$ cat src/rtl/ripple_adder.sv
// Ripple-carry adder. A chain of full-adder stages computes A + B + C_in,
// and output registers capture the sum and carry-out on every rising clock edge.
module ripple_adder #(
    parameter int unsigned data_width = 8
) (
    input  logic                  clk,
    input  logic                  rst_n,
    input  logic [data_width-1:0] A,
    input  logic [data_width-1:0] B,
    input  logic                  C_in,
    output logic                  C_out,
    output logic [data_width-1:0] Sum
);

    // carry[i] is the carry into stage i. carry[data_width] is the carry-out.
    logic [data_width:0]   carry_c;
    logic [data_width-1:0] sum_c;

    assign carry_c[0] = C_in;

    // One full-adder stage per bit. The carry ripples from the LSB to the MSB.
    for (genvar i = 0; i < data_width; i++) begin : g_stage
        assign sum_c[i]     = A[i] ^ B[i] ^ carry_c[i];
        assign carry_c[i+1] = (A[i] & B[i]) | (A[i] & carry_c[i]) | (B[i] & carry_c[i]);
    end

    // Register the ripple result. Reset clears the outputs asynchronously.
    always_ff @(posedge clk or negedge rst_n) begin
        if (!rst_n) begin
            Sum   <= '0;
            C_out <= 1'b0;
        end else begin
            Sum   <= sum_c;
            C_out <= carry_c[data_width];
        end
    end

endmodule

$ cat config.mk
export PLATFORM = sky130hd
export DESIGN_NAME = ripple_adder
export DESIGN_NICKNAME = d
export VERILOG_FILES = /design/src/rtl/ripple_adder.sv
export SDC_FILE = /design/constraint.sdc
export NUM_CORES = 1
export LEC_CHECK = 0
export BUFFER_PORTS_ARGS = -buffer_cell sky130_fd_sc_hd__buf_2
export CORE_AREA = 5 5 42 44
export CTS_BUF_LIST = sky130_fd_sc_hd__clkbuf_4 sky130_fd_sc_hd__clkbuf_8
export DETAILED_ROUTE_END_ITERATION = 16
export DIE_AREA = 0 0 47 49
export HOLD_SLACK_MARGIN = 0.1
export PLACE_DENSITY_LB_ADDON = 0.3
export SLEW_MARGIN = 20
export SYNTH_ARGS = -nofsm -noshare
export SYNTH_HDL_FRONTEND = slang
export SYNTH_SLANG_ARGS = --single-unit
$ cat constraint.sdc
create_clock -name clk -period 0.8 [get_ports clk]
set_input_delay 0.24 -clock clk [delete_from_list [all_inputs] [get_ports clk]]
set_output_delay 0.24 -clock clk [all_outputs]
set_load 0.05 [all_outputs]
Word level (Yosys, flattened, before mapping)
Cells that the tools add are included.

Register bits after elaboration: 9. Input port bits: 19. Output and inout bits: 9. Logic and storage cells: 58.

Bitwise operators: 56.

Operators with widths (count): $and 1x1->1 (24); $or 1x1->1 (16); $xor 1x1->1 (16).

Depth between registers and ports, before layout
Depth in word-level cells: 24. Depth in mapped cells: 12. Depth with buffers taken out: 12.

Worst setup path after synthesis
OpenSTA, ideal clock, no wires.

Path type: input to register. Start point: in A[0]. End point: reg Sum[7]. Library setup time: 64 ps. Arrival: 3252 ps. Data required time: 736 ps. Path slack: -2516 ps. Cell stages on the path: 12. Buffers on the path: 0. Cells stage by stage: inv_1 > fa_1 > inv_1 > fa_1 > fa_1 > fa_1 > fa_1 > fa_1 > fa_1 > inv_1 > fa_1 > inv_1.

Word-level cells in the longest chain between the ends: 22. Elaborated cells between the ends (all ways): 29. Classes of those cells: bitwise (29).

Ends and longest elaborated chain: start: declaration (RTL line 8) `input logic [data_width-1:0] A,`; $and 1x1->1 (RTL line 24) `assign carry_c[i+1] = (A[i] & B[i]) | (A[i] & carry_c[i]) | (B[i] & carry_c[i]);`; $or 1x1->1 * (2 in a row) (RTL line 24); $and 1x1->1 (RTL line 24); $or 1x1->1 (RTL line 24); $or 1x1->1 * (RTL line 24); $and 1x1->1 (RTL line 24); $or 1x1->1 (RTL line 24); $or 1x1->1 * (RTL line 24); [6 not listed]; $and 1x1->1 (RTL line 24); $or 1x1->1 (RTL line 24); $or 1x1->1 * (RTL line 24); $and 1x1->1 (RTL line 24); $or 1x1->1 (RTL line 24); $or 1x1->1 * (RTL line 24); $xor 1x1->1 * (RTL line 23) `assign sum_c[i] = A[i] ^ B[i] ^ carry_c[i];`; named net sum_c[7] (RTL line 17) `logic [data_width-1:0] sum_c;`; end signal: assignment (RTL line 33) `Sum <= sum_c;`; end: declaration (RTL line 12) `output logic [data_width-1:0] Sum`.

The timed path passes the listed nets; every way through them passes the cells marked *.

Worst setup path after layout
Ends and elaborated chain as after synthesis.

==> impl_results.md <==
- Outcome: complete, but fails checks
- Failing checks: setup timing
- Ys async rst share: 1.00
- Post-Syn Instances: 27
- DRC violations left: 0
- Post-Route WL: 757 um
- Layout cells sized above 1: 0.915
- Post-route insts no fill: 75
- Max Root-Sink Buffers: 2
- Setup TNS: -12.39 ns
- Hold_ws: around 0.30 ns
- VDD IR max: 0.000896 V
- First drt pass iteration count: 1
- Slew @ Worst Pin: 0.190 ns
- Final min period: 3.03 ns
- HP Class: in2reg
- IO Count: 28
- Grt ovf: 0
- Crit path arrival time: between 3 and 4 ns
- Fmax: 330 MHz
- Yosys top cell area share: 0.533
- Chip height: 49 um
- Final Wtd Congestion: 0.642
- Post-synth top cells: inv_1 (10), dfrtp_1 (9), fa_1 (8)
- CTS root buf: clkbuf_4
- DR iter-0 viols: 0
- Crit-path leading delay family: adder cells
- Number of synthesized flops with an enable pin: 0
- Post-synth top area cell: dfrtp_1
- H-tree depth: 1
- Syn Area/Cell: 15.7 sq um
- WS Path Type: in2reg
- Max-slew headroom: 0.873
- CP max-delay cell: fa_2
- Critical path required time: about 1 ns
- FF+latch count, synth: 9
- Core Area: between 1000 and 1500 sq um
- RSZ-0062 raised after global routing: true
- Vias in the first global route: 336
- LEAKAGE: 0.353 nW
- TritonCTS clock tree: yes
- Post-Syn Nets: 54
- Hold Violations, Final: 0
- Yosys cell types: 3
- Post-synthesis cell area: 423 sq um
- Clk slew on worst S/H paths: roughly 0.05 ns
- Count leader, synth: inv_1
- Max Cap Violations: 0
- CTS sink cnt: 9
- Setup-failing EPs final: 17
- Average wire per cell in the routed design: just over 10 um
- Final Worst Setup Slack: -2.23 ns
- Register area share after synthesis: 0.533
- Die area: 2300 sq um
- Top_reg_cell synth: dfrtp_1
- Most frequent CP cell: fa_2
- IO buf count: 27
- Gr usage total: 0.0799
- Number of diodes: 0
- Post-DP HPWL: 680 um
- Worst setup SP type: input port
- Final nets: 87
- Final core occ: 0.531
- TritonCTS Buffers: 3
- Global-route wire length before repair: 1250 um
- Initial core utilization: 0.302
- Std cell rows: 14
- Fillers: 129
- Tcrit/Tclk final: 3.78
- Synthesis warning total: 0
- PwrDens: roughly 2200 nW/um^2
- Chip width: 47 um
- Largest stage delay, worst path: 0.43 ns
- Bufs and invs on worst path: 5
- Pins Over Slew Limit: 0
- Number of antenna violations at the first check in global routing: 0
- Postcts setup bufs: 0
- Crit path max fanout: 1
- Setup Slack @ Placement: -2.54 ns
- CP Capture Type: flop
- Top post-synthesis cells by area: dfrtp_1 (53%), fa_1 (38%), inv_1 (8.9%)
- Vias: 282
- Placed cell count: 70
- Post-route antenna net violation count: 0
- Pin count of the biggest net entering global routing: 10
- Crit path cell chain: buf_8, inv_12, fa_2, inv_2, fa_2, fa_2, fa_2, fa_2, fa_2, fa_2, inv_2, fa_2, inv_2
- Area growth, synth to finish: 76.0%
- Drt via density: 3.76
final cells by class:
| type | instances | area [sq um] | share of cell area |
|---|---|---|---|
| flip-flops and latches | 9 | 235 | 0.316 |
| repair buffers | 28 | 224 | 0.301 |
| multi-input cells | 8 | 180 | 0.242 |
| inverters | 10 | 55.1 | 0.0739 |
| clock buffers | 4 | 30.0 | 0.0403 |
| well taps | 16 | 20.0 | 0.0269 |
sequential cells by signal, indices dropped and copies added, names as in the netlist:
register  cells
Sum           8
C_out         1
worst paths after layout:
path	from	endpoint	slack, ns	cells after the start
worst max-delay path	A[0]	Sum[7]	-2.23	13
worst min-delay path	B[1]	Sum[1]	0.30	2
max in group asynchronous	rst_n	Sum[3]	0.25	2
min in group asynchronous	rst_n	Sum[7]	0.37	2
metal layers:
layer,part of all wire,global-route usage,routed length (um)
met1,0.37,0.0918,277
met3,0.11,0.0111,83
met5,0,0,0
met4,0,0.0829,0
met2,0.52,0.115,397
metrics by stage:
step | area [sq um] | power [mW]
finish | 744 | 1.64
global route | 744 | 1.76
CTS | 738 | 1.66
detailed placement | 623 | 1.16
global placement | 623 | 1.15
floorplan | 468 | 0.975
cells in the final DEF, fill, tap and decap left out:
| cell type | count |
|---|---|
| dfrtp_1 | 1 |
| buf_2 | 15 |
| fa_2 | 8 |
| dlygate4sd3_1 | 1 |
| inv_1 | 3 |
| inv_2 | 5 |
| buf_8 | 1 |
| clkbuf_4 | 4 |
| buf_6 | 11 |
| inv_6 | 1 |
| inv_12 | 1 |
| dfrtp_2 | 8 |
kinds of logic (layout without fill, tap and decap cells):
| group | count (synthesis) | count (layout) | share of synthesized area |
|---|---|---|---|
| fa+ha+maj | 8 | 8 | 0.379 |
| buf+inv | 10 | 42 | 0.0888 |
| flops | 9 | 9 | 0.533 |
timing repair:
action / CTS / global route
endpoints found under the hold margin: 9 / 0
hold buffers: 1 / 0
pin swaps: 0 / 1
endpoints found under the setup margin: 18 / 17
resized for setup: 24 / 3
power by group:
group | internal [mW] | switching, mW | total, mW
clock network | 0.224 | 0.130 | 0.355
logic | 0.269 | 0.431 | 0.700
registers | 0.550 | 0.0360 | 0.586
Power figures use the tool's default switching activity.
